[src/rtl/pipe_stage_hs.sv]
// pipe_stage_hs: inter-stage pipeline register with valid/ready handshake, optional 2-entry skid and flush
module pipe_stage_hs #(
  parameter int DW   = 32,
  parameter int RW   = 5,
  parameter int CW   = 3,
  parameter int SKID = 1
) (
  input  logic          clk,
  input  logic          clrn,
  input  logic          flush_i,
  input  logic          in_valid_i,
  output logic          in_ready_o,
  input  logic [CW-1:0] in_ctrl_i,
  input  logic [DW-1:0] in_alu_i,
  input  logic [DW-1:0] in_b_i,
  input  logic [RW-1:0] in_rn_i,
  output logic          out_valid_o,
  input  logic          out_ready_i,
  output logic [CW-1:0] out_ctrl_o,
  output logic [DW-1:0] out_alu_o,
  output logic [DW-1:0] out_b_o,
  output logic [RW-1:0] out_rn_o,
  output logic [1:0]    occ_o
);
  localparam int PW = CW + 2 * DW + RW;
  typedef enum logic [1:0] {ST_EMPTY = 2'd0, ST_FULL = 2'd1, ST_SKID = 2'd2} state_t;
  state_t        state_q, state_d;
  logic [PW-1:0] main_q, main_d, skid_q, skid_d, in_pay;
  logic          accept, emit, ld_main, ld_skid, ld_fwd;
  assign in_pay      = {in_ctrl_i, in_alu_i, in_b_i, in_rn_i};
  // SKID=1 ready comes straight from the state flop; SKID=0 lets a same-cycle emit free the slot
  assign in_ready_o  = (SKID != 0) ? (state_q != ST_SKID) : (out_ready_i | (state_q == ST_EMPTY));
  assign out_valid_o = state_q != ST_EMPTY;
  assign accept      = in_valid_i & in_ready_o;
  assign emit        = out_valid_o & out_ready_i;
  assign occ_o       = state_q;
  assign out_ctrl_o  = out_valid_o ? main_q[PW-1 -: CW] : '0;
  assign out_alu_o   = main_q[2*DW+RW-1 -: DW];
  assign out_b_o     = main_q[DW+RW-1 -: DW];
  assign out_rn_o    = main_q[RW-1:0];
  always_comb begin
    state_d = state_q;
    ld_main = 1'b0;
    ld_skid = 1'b0;
    ld_fwd  = 1'b0;
    case (state_q)
      ST_EMPTY: if (accept) begin
        state_d = ST_FULL;
        ld_main = 1'b1;
      end
      ST_FULL: if (accept && emit) ld_main = 1'b1;
        else if (accept) begin
          state_d = ST_SKID;
          ld_skid = 1'b1;
        end else if (emit) state_d = ST_EMPTY;
      ST_SKID: if (emit) begin
        state_d = ST_FULL;
        ld_fwd  = 1'b1;
      end
      default: state_d = ST_EMPTY;
    endcase
    // flush squashes every entry and the incoming slot but leaves payload regs untouched
    if (flush_i) begin
      state_d = ST_EMPTY;
      ld_main = 1'b0;
      ld_skid = 1'b0;
      ld_fwd  = 1'b0;
    end
    main_d = ld_main ? in_pay : ld_fwd ? skid_q : main_q;
    skid_d = ld_skid ? in_pay : skid_q;
  end
  always_ff @(posedge clk or posedge clrn) begin
    if (clrn) begin
      state_q <= ST_EMPTY;
      main_q  <= '0;
      skid_q  <= '0;
    end else begin
      state_q <= state_d;
      main_q  <= main_d;
      skid_q  <= skid_d;
    end
  end
endmodule

[config.mk]
export PLATFORM = sky130hd
export DESIGN_NAME = pipe_stage_hs
export DESIGN_NICKNAME = d
export VERILOG_FILES = /design/src/rtl/pipe_stage_hs.sv
export SDC_FILE = /design/constraint.sdc
export NUM_CORES = 1
export LEC_CHECK = 0
export CORE_MARGIN = 3
export CORE_UTILIZATION = 45
export CTS_CLUSTER_DIAMETER = 60
export DETAILED_ROUTE_END_ITERATION = 8
export HOLD_SLACK_MARGIN = 0.08
export PLACE_DENSITY = 0.73
export SETUP_SLACK_MARGIN = 0.4
export SYNTH_ARGS = -nofsm -noshare
export SYNTH_HDL_FRONTEND = slang
export SYNTH_SLANG_ARGS = --single-unit
[constraint.sdc]
create_clock -name clk -period 13.83 [get_ports clk]
set_input_delay 2.0745 -clock clk [delete_from_list [all_inputs] [get_ports clk]]
set_output_delay 2.0745 -clock clk [all_outputs]
set_load 0.02 [all_outputs]
Yosys cells after proc, flatten, opt, wreduce, memory -nomap -nowiden. Cells that the tools add are included.

Register bits after elaboration: 146. Latch bits: 0. Memory bits (writable): 0. ROM bits: 0. Input bits: 77. Output and inout port bits: 76. Logic and storage cells: 37. Memories: 0.

$add $sub $neg: 0. Multipliers: 0. Divide/modulo/power cells: 0. Magnitude comparators: 0. Equality and inequality tests: 7. Shift-type cells: 0. Multiplexer cells: 20. Bitwise gates (word level): 2. Reduce and logical (&&, ||, !) cells: 5.

Operators with widths (number): $mux W72 (2); $mux W2 (6); $mux W1 (9); $ne A3 B3 Y1 const B (3); $pmux W2 S3 (1); $ne A4 B4 Y1 const B (1); $reduce_and A4 Y1 (1); $reduce_bool A2 Y1 (2); $mux W3 (1); $and A1 B1 Y1 (2); $eq A2 B1 Y1 const B (1); $eq A2 B2 Y1 const B (1); $logic_not A2 Y1 (1); $ne A2 B2 Y1 const B (1); $pmux W1 S2 (1); $logic_and A1 B1 Y1 (1).

Depth between registers and ports, before layout.
Depth in word-level cells: 7. Mapped depth: 5. Depth with buffers taken out: 3.

Least setup slack after synthesis. Ideal clock, no wire load.

Path type: input port to flip-flop. Start point: input port in_valid_i. End point: register main_q[0]. Setup time: 0.126 ns. Arrival time: 2.997 ns. Data required time: 13.704 ns. Slack: 10.707 ns. Stages on the path: 5. Cell sequence: nor3b_4 -> and2_1 -> buf_6 -> buf_6 -> a221o_1.

Word-level cells in the longest chain between the ends: 6. Elaborated cells between the ends (all ways): 8. Those cells by class: mux: 5; bitwise: 1; reduce/logical: 2.

Ends and longest elaborated chain: start: declaration (RTL line 11) `input logic in_valid_i,`; $and A1 B1 Y1 * (RTL line 34) `assign accept = in_valid_i & in_ready_o;`; $logic_and A1 B1 Y1 (RTL line 51) `ST_FULL: if (accept && emit) ld_main = 1'b1;`; $mux W1 (RTL line 51); $pmux W1 S2 * (RTL line 46) `case (state_q)`; $mux W1 * (RTL line 63) `if (flush_i) begin`; $mux W72 / $reduce_bool A2 Y1 (equally long branches); end signal: assignment (RTL line 79) `main_q <= main_d;`; end: declaration (RTL line 28) `logic [PW-1:0] main_q, main_d, skid_q, skid_d, in_pay;`.

Every way passes the cells marked *; elsewhere a longest branch is shown, timed or not. A chain may end at the register's enable or synchronous reset.

Worst setup path in the final report.
Start point: input port flush_i. End point: register main_q[19].

Word-level cells in the longest chain between the ends: 2. Elaborated cells between the ends (all ways): 4. Those cells by class: mux: 3; reduce/logical: 1.

Ends and longest elaborated chain: start: declaration (RTL line 10) `input logic flush_i,`; $mux W1 (RTL line 63); $mux W72 / $reduce_bool A2 Y1 (equally long branches).

Several ways; a longest one is shown, not always the timed one.

==> impl_metrics.tcl <==
set metrics [dict create \
    wl_um 13600 \
    hpwl_um 8550 \
    first_iter_violations 227 \
    cts_hold_buf 0 \
    cts_max_path_buffers 2 \
    grt_antenna_before_repair 0 \
    pwr-share-seq_pct 43.3 \
    arrival_ps 4840 \
    critical-path-top-delay-family "buffers and inverters" \
    worstSetupStartpointType "input pin" \
    power.switching_uw 350 \
    intPower_mw 1.01 \
    avgSynthCellArea_um2 13.7 \
    fin_crit_sh_pct 32.5 \
    seq_area_frac_synth_pct 55.3 \
    port_buffers 152 \
    crit_top_cell "buf_4" \
    first_pass_iters 4 \
    postCtsSetupRepairBufs 0 \
    drc 0 \
    min_to "skid_q[29]$_DFFE_PP0P_" \
    setup_ws_ps 9340 \
    rows 43 \
    setup_tns_ps 0 \
    die-area_mm2 0.0162 \
    static-leakage-power_nw 3.57 \
    gp_congestion 0.757 \
    synth_mux_area_share_pct 12.4 \
    wl_per_cell_um 18.1 \
    syn-instance-count 482 \
    syn-cell-area_mm2 0.00661 \
    switching_share_pct 25.7 \
    grt_pass1_vias 4302 \
    peakVddDrop_uv 86.7 \
    max_slew_margin_pct 30.7 \
    grtUsageTotal_pct 17.5 \
    min_period_ps 4490 \
    grt_max_degree 81 \
    path_max_fanout 73 \
    synth_warnings 0 \
    cts_resized 0 \
    drtAntennaViolNets 0 \
    rsz0062_at_grt "no" \
    combPwrFrac_pct 20.0 \
    ys_ff_latch 146 \
    hold_violations 0 \
    synthSimpleGateAreaFrac_pct 8.43 \
    holdCritPathClass "register to register" \
    synth_top_family_by_area "multiplexers" \
    worst_setup_path_end_kind "register" \
    clock_power_share_pct 36.7 \
    holdPathStages 1 \
    min-delay-start "skid_q[29]$_DFFE_PP0P_" \
    path_class "input pin to register" \
    worst_pin_slew_ps 1040 \
    cap_viol_max_count 0 \
    fp.dieH_um 127 \
    setup_viol 0 \
    rrSetupSlack_ps 11110 \
    outcome "finished, final reports clean" \
    syn_to_final_growth_pct 24.5 \
    synthDistinctLibCells 24 \
    clock_sinks 146 \
    required_ps 14180 \
    path_cells "clkdlybuf4s50_1 -> and4bb_2 -> buf_4 -> a21oi_4 -> buf_4 -> a221o_1" \
    p_per_area_mw_per_mm2 165 \
    cts_tree "yes" \
    rr_worst_depth 5 \
    root_buffer "clkbuf_16" \
    reg2reg_from "occ_o[1]$_DFFE_PP0P_" \
    total_power_mw 1.36 \
    clk_pin_slew_ps 60 \
    diodes 0 \
    skew_ps 10.1 \
    pre_cts_ws_ps 8900 \
    fp.coreArea_mm2 0.0141 \
    nNetsFinal 635 \
    synth_compound_area_share_pct 11.5 \
    cts_buffers 17 \
    start_util_pct 46.9 \
    synth_xor_area_share_pct 0 \
    ctsHtreeMaxLevel 4 \
    cp_slowest_cell "a21oi_4" \
    clock.fmax_mhz 223 \
    grt-ovfl-total 0 \
    viasPerCell 5.39 \
    synth_fa_ha_area_share_pct 0 \
    grt_first_pass_wirelength_um 22300 \
    vias 4047 \
    final_layout_size_suffix_gt1_share_pct 7.71 \
    holdWs_ps 480 \
    insertion_delay_ps 420 \
    slew_viol_final 0 \
    final_util_pct 58.4 \
    crit_buf_inv 3 \
    slowest_delay_ps 820 \
    synth_nets 559 \
    die_x_um 127 \
    r2r_end "main_q[19]$_DFFE_PP0P_" \
    pin_count 153 \
]
[logic make-up (layout without fill, tap and decap cells)]
group / after synthesis / after routing
AO/OA/AOI/OAI: 76 / 76
buffers and inverters: 101 / 190
flip-flops: 146 / 146
multiplexers: 73 / 73
AND/OR/NAND/NOR: 86 / 86
[placed cells by master (no fill, tap or decap), types with 2 or more instances in the layout]
| cell | netlist | layout |
|---|---|---|
| clkinv_2 | 0 | 3 |
| mux2_1 | 70 | 70 |
| clkdlybuf4s50_1 | 0 | 152 |
| clkbuf_8 | 0 | 5 |
| bufinv_16 | 0 | 4 |
| and2_1 | 66 | 65 |
| nand2b_1 | 2 | 2 |
| mux2_2 | 2 | 2 |
| a221o_1 | 72 | 72 |
| buf_4 | 69 | 4 |
| and2_0 | 7 | 7 |
| clkinvlp_4 | 0 | 2 |
| dfrtp_1 | 146 | 146 |
| clkbuf_16 | 0 | 17 |
| nor2b_1 | 5 | 5 |
[metal layers]
layer  GRT usage [%]  wire, um
met1            22.6      5900
met2            26.8      6360
met3            6.31      1070
met4            7.13       269
met5               0         0
[worst max-delay path by stage]
| stage | startpoint | to | slack [ps] | depth (start not counted) |
|---|---|---|---|---|
| after floorplan | clrn | main_q[0]$_DFFE_PP0P_ | 7830 | 1 |
| after global placement | flush_i | main_q[21]$_DFFE_PP0P_ | 8940 | 6 |
| after detailed placement | flush_i | main_q[3]$_DFFE_PP0P_ | 8900 | 6 |
| after CTS | flush_i | main_q[64]$_DFFE_PP0P_ | 9330 | 6 |
| after global routing | flush_i | main_q[64]$_DFFE_PP0P_ | 9110 | 6 |
| final | flush_i | main_q[19]$_DFFE_PP0P_ | 9340 | 6 |
[final cells by class]
class	count	area [um2]
tap	180	225
fill	1119	5870
multi-input combinational	235	2140
timing repair buffer	156	1550
clock buffer	23	498
inverter	2	12.5
clock inverter	9	150
sequential	146	3650
[power by group through the flow]
stage / combinational (mW) / sequential (mW) / clock (mW)
after CTS: 0.278 / 0.589 / 0.508
after global routing: 0.293 / 0.600 / 0.526
after detailed placement: 0.276 / 0.594 / 0
after floorplan: 0.213 / 0.575 / 0
after global placement: 0.268 / 0.588 / 0
final: 0.273 / 0.589 / 0.500
[state kept, by name, summed over array words and instances, names as in the netlist]
name and flops:
main_q 72, skid_q 72, occ_o 2
[synthesized netlist by cell type]
| cell type | instances | area share [%] |
|---|---|---|
| nor2b_1 | 5 | 0.47 |
| nand2_4 | 1 | 0.17 |
| nand2b_1 | 2 | 0.19 |
| a21oi_4 | 1 | 0.25 |
| and2_0 | 7 | 0.66 |
| o32ai_1 | 1 | 0.13 |
| nor3b_4 | 1 | 0.28 |
| mux2_2 | 2 | 0.34 |
| inv_1 | 2 | 0.11 |
| clkbuf_1 | 1 | 0.057 |
| a21oi_1 | 1 | 0.076 |
| mux2i_1 | 1 | 0.15 |
| a221o_1 | 72 | 11 |
| nand2_1 | 1 | 0.057 |
| or2_2 | 1 | 0.095 |
| nor2_1 | 1 | 0.057 |
| and2_1 | 66 | 6.2 |
| a211oi_1 | 1 | 0.11 |
| mux2_1 | 70 | 12 |
| buf_2 | 6 | 0.45 |
| buf_4 | 69 | 7.8 |
| buf_6 | 23 | 3.9 |
| and4bb_1 | 1 | 0.19 |
| dfrtp_1 | 146 | 55 |
[through the flow]
| step | cells | instance area, um2 |
|---|---|---|
| 2_1_floorplan | 482 | 6610 |
| 3_3_place_gp | 719 | 7580 |
| 3_5_place_dp | 719 | 7580 |
| 4_1_cts | 751 | 8230 |
| 5_1_grt | 751 | 8230 |
| 6_report | 751 | 8230 |
Power figures use the tool's default switching activity.
==> variant, RTL diff (config.mk and constraints unchanged) <==
`RW`: 5 -> 4.
--- a/src/rtl/pipe_stage_hs.sv
+++ b/src/rtl/pipe_stage_hs.sv
@@ -1,7 +1,7 @@
 // pipe_stage_hs: inter-stage pipeline register with valid/ready handshake, optional 2-entry skid and flush
 module pipe_stage_hs #(
   parameter int DW   = 32,
-  parameter int RW   = 5,
+  parameter int RW   = 4,
   parameter int CW   = 3,
   parameter int SKID = 1
 ) (
Interface: changed (resized in_rn_i and out_rn_o); port bits go from 153 to 151. No check against the original RTL was run, so the function may have changed too.
==> variant against the unedited design <==
Synthesized cell count decreased by 1.2%; area after synthesis decreased by 2.3%; design area is 1.7% lower; routed wire length fell by 1.4%; sequential cell count is 2 lower; total power is 3.9% lower; setup slack better by 0.092 ns; count of clock-buffer cells in the layout rose by 2; register-to-register slack gained 0.06 ns.
==> variant: results (changes against the unedited design) <==
Parameter                              Value

Run status
  Status ... finished, final reports clean

Timing
  Fin Clk Skew ... 0.00954 ns (-0.000520 ns)
  Final critical delay including setup and external delays ... 4.40 ns (-0.0916 ns)
  Relative max-transition margin ... 0.325 (+0.0173)

Drt
  Per-cell routed wire length ... 18.0 um (-0.37%)
  Initial DRC count ... 205 (-9.7%)
  DR vias ... 3927 (-3.0%)

Cells and area
  Share of post-route cells with drive strength above 1 ... 0.0657 (-0.0113)
  Nets ... 627 (-1.3%)

GRT
  First-pass GRT wire length ... 22.2 mm (-0.47%)
  Pin count of the biggest net entering global routing ... 80 (-1.2%)
  Via count of the first global-routing pass ... 4285 (-0.40%)

Power and ir drop
  Maximum vdd drop ... 0.0719 mV (-17%)

Placed design
  Number of buffer cells added on primary ports ... 150 (-1.3%)
  DPL Wire Length ... 8.53 mm (-0.14%)
  Routability congestion estimate from global placement ... 0.753 (-0.55%)
  Worst setup slack before clock tree synthesis ... 8.95 ns (+0.0571 ns)

Setup path
  Endpoint arrival time on the critical path ... 4.74 ns (-0.10 ns)
  Crit Path Max Fanout ... 72 (-1.4%)
  End of the worst register-to-register path ... main_q[5]
  Critical Path Max Stage Delay ... 0.84 ns (+0.02 ns)
  Flop-to-flop setup slack ... 11.17 ns (+0.06 ns)

Logic synthesis
  Synth Area in Adders ... 0 (unchanged)
  Post-synthesis sequential area ratio ... 0.558 (+0.00511)
  Share of cell area taken by muxes after synthesis ... 0.125 (+0.00114)
  Cell types with the largest area share after synthesis ... sky130_fd_sc_hd__dfrtp_1 (56%), sky130_fd_sc_hd__mux2_1 (12%), sky130_fd_sc_hd__a221o_1 (11%)
  Most frequent cells after synthesis ... sky130_fd_sc_hd__dfrtp_1 (144), sky130_fd_sc_hd__and2_1 (72), sky130_fd_sc_hd__a221o_1 (71), sky130_fd_sc_hd__mux2_1 (71), sky130_fd_sc_hd__buf_4 (69)

Clocking
  H-tree depth ... 4 (unchanged)
==> variant: changes by cell type after synthesis, moves of 2 or more <==
cell                       before  now
sky130_fd_sc_hd__buf_2          6    9
sky130_fd_sc_hd__and2_0         7    0
sky130_fd_sc_hd__clkbuf_1       1    6
sky130_fd_sc_hd__dfrtp_1      146  144
sky130_fd_sc_hd__buf_6         23   14
sky130_fd_sc_hd__and2_1        66   72
sky130_fd_sc_hd__mux2_2         2    0
==> variant: power breakdown <==
| group | internal, W | total (W) | switching, W | leakage [nW] |
|---|---|---|---|---|
| logic | 0.000150 | 0.000269 | 0.000119 | 1.45 |
| clock network | 0.000296 | 0.000458 | 0.000161 | 0.291 |
| registers | 0.000526 | 0.000581 | 0.0000557 | 1.77 |
==> variant: worst min path at each step <==
| stage | startpoint | end | slack [ns] | depth (start not counted) |
|---|---|---|---|---|
| after floorplan | skid_q[41] | skid_q[41] | 0.46 | 1 |
| final | skid_q[16] | skid_q[16] | 0.48 | 1 |
| after global placement | skid_q[66] | skid_q[66] | 0.46 | 1 |
| after CTS | skid_q[16] | skid_q[16] | 0.48 | 1 |
| after detailed placement | skid_q[8] | skid_q[8] | 0.47 | 1 |
| after global routing | skid_q[60] | skid_q[60] | 0.49 | 1 |
==> variant: worst max-delay path, delay by kind of cell <==
kind	cells	cell delay, ns
AO/OA/AOI/OAI	2	1.06
buffers and inverters	3	1.49
AND/OR/NAND/NOR	1	0.09
==> variant: metal layers <==
metal  up-vias  wire (um)  GRT usage
li1       1811          -          -
met1      1978       6190      0.238
met3        17        949     0.0649
met5         -          0          0
met4         0        204     0.0587
met2       121       6060      0.265
==> variant: final cells by class <==
| type | count | area [um2] |
|---|---|---|
| Sequential cell | 144 | 3600 |
| Multi-Input combinational cell | 232 | 2120 |
| Clock buffer | 25 | 485 |
| Inverter | 2 | 12.5 |
| Timing Repair Buffer | 154 | 1530 |
| Fill cell | 1106 | 5850 |
| Tap cell | 180 | 225 |
| Clock inverter | 6 | 105 |
==> variant: cells by family after synthesis <==
kind of cell	after synthesis
muxes	72
DFF	144
and+or+nand+nor	85
buffers and inverters	100
AOI/OAI and AO/OA	75
==> variant: metrics by stage <==
step / cells / power [W] / instance area, um2 / util
finish: 743 / 0.00131 / 8090 / 0.580
floorplan: 476 / 0.000774 / 6460 / -
detailed placement: 712 / 0.000858 / 7500 / 0.538
global placement: 712 / 0.000844 / 7500 / 0.538
global route: 743 / 0.00137 / 8090 / 0.580
CTS: 743 / 0.00132 / 8090 / 0.580
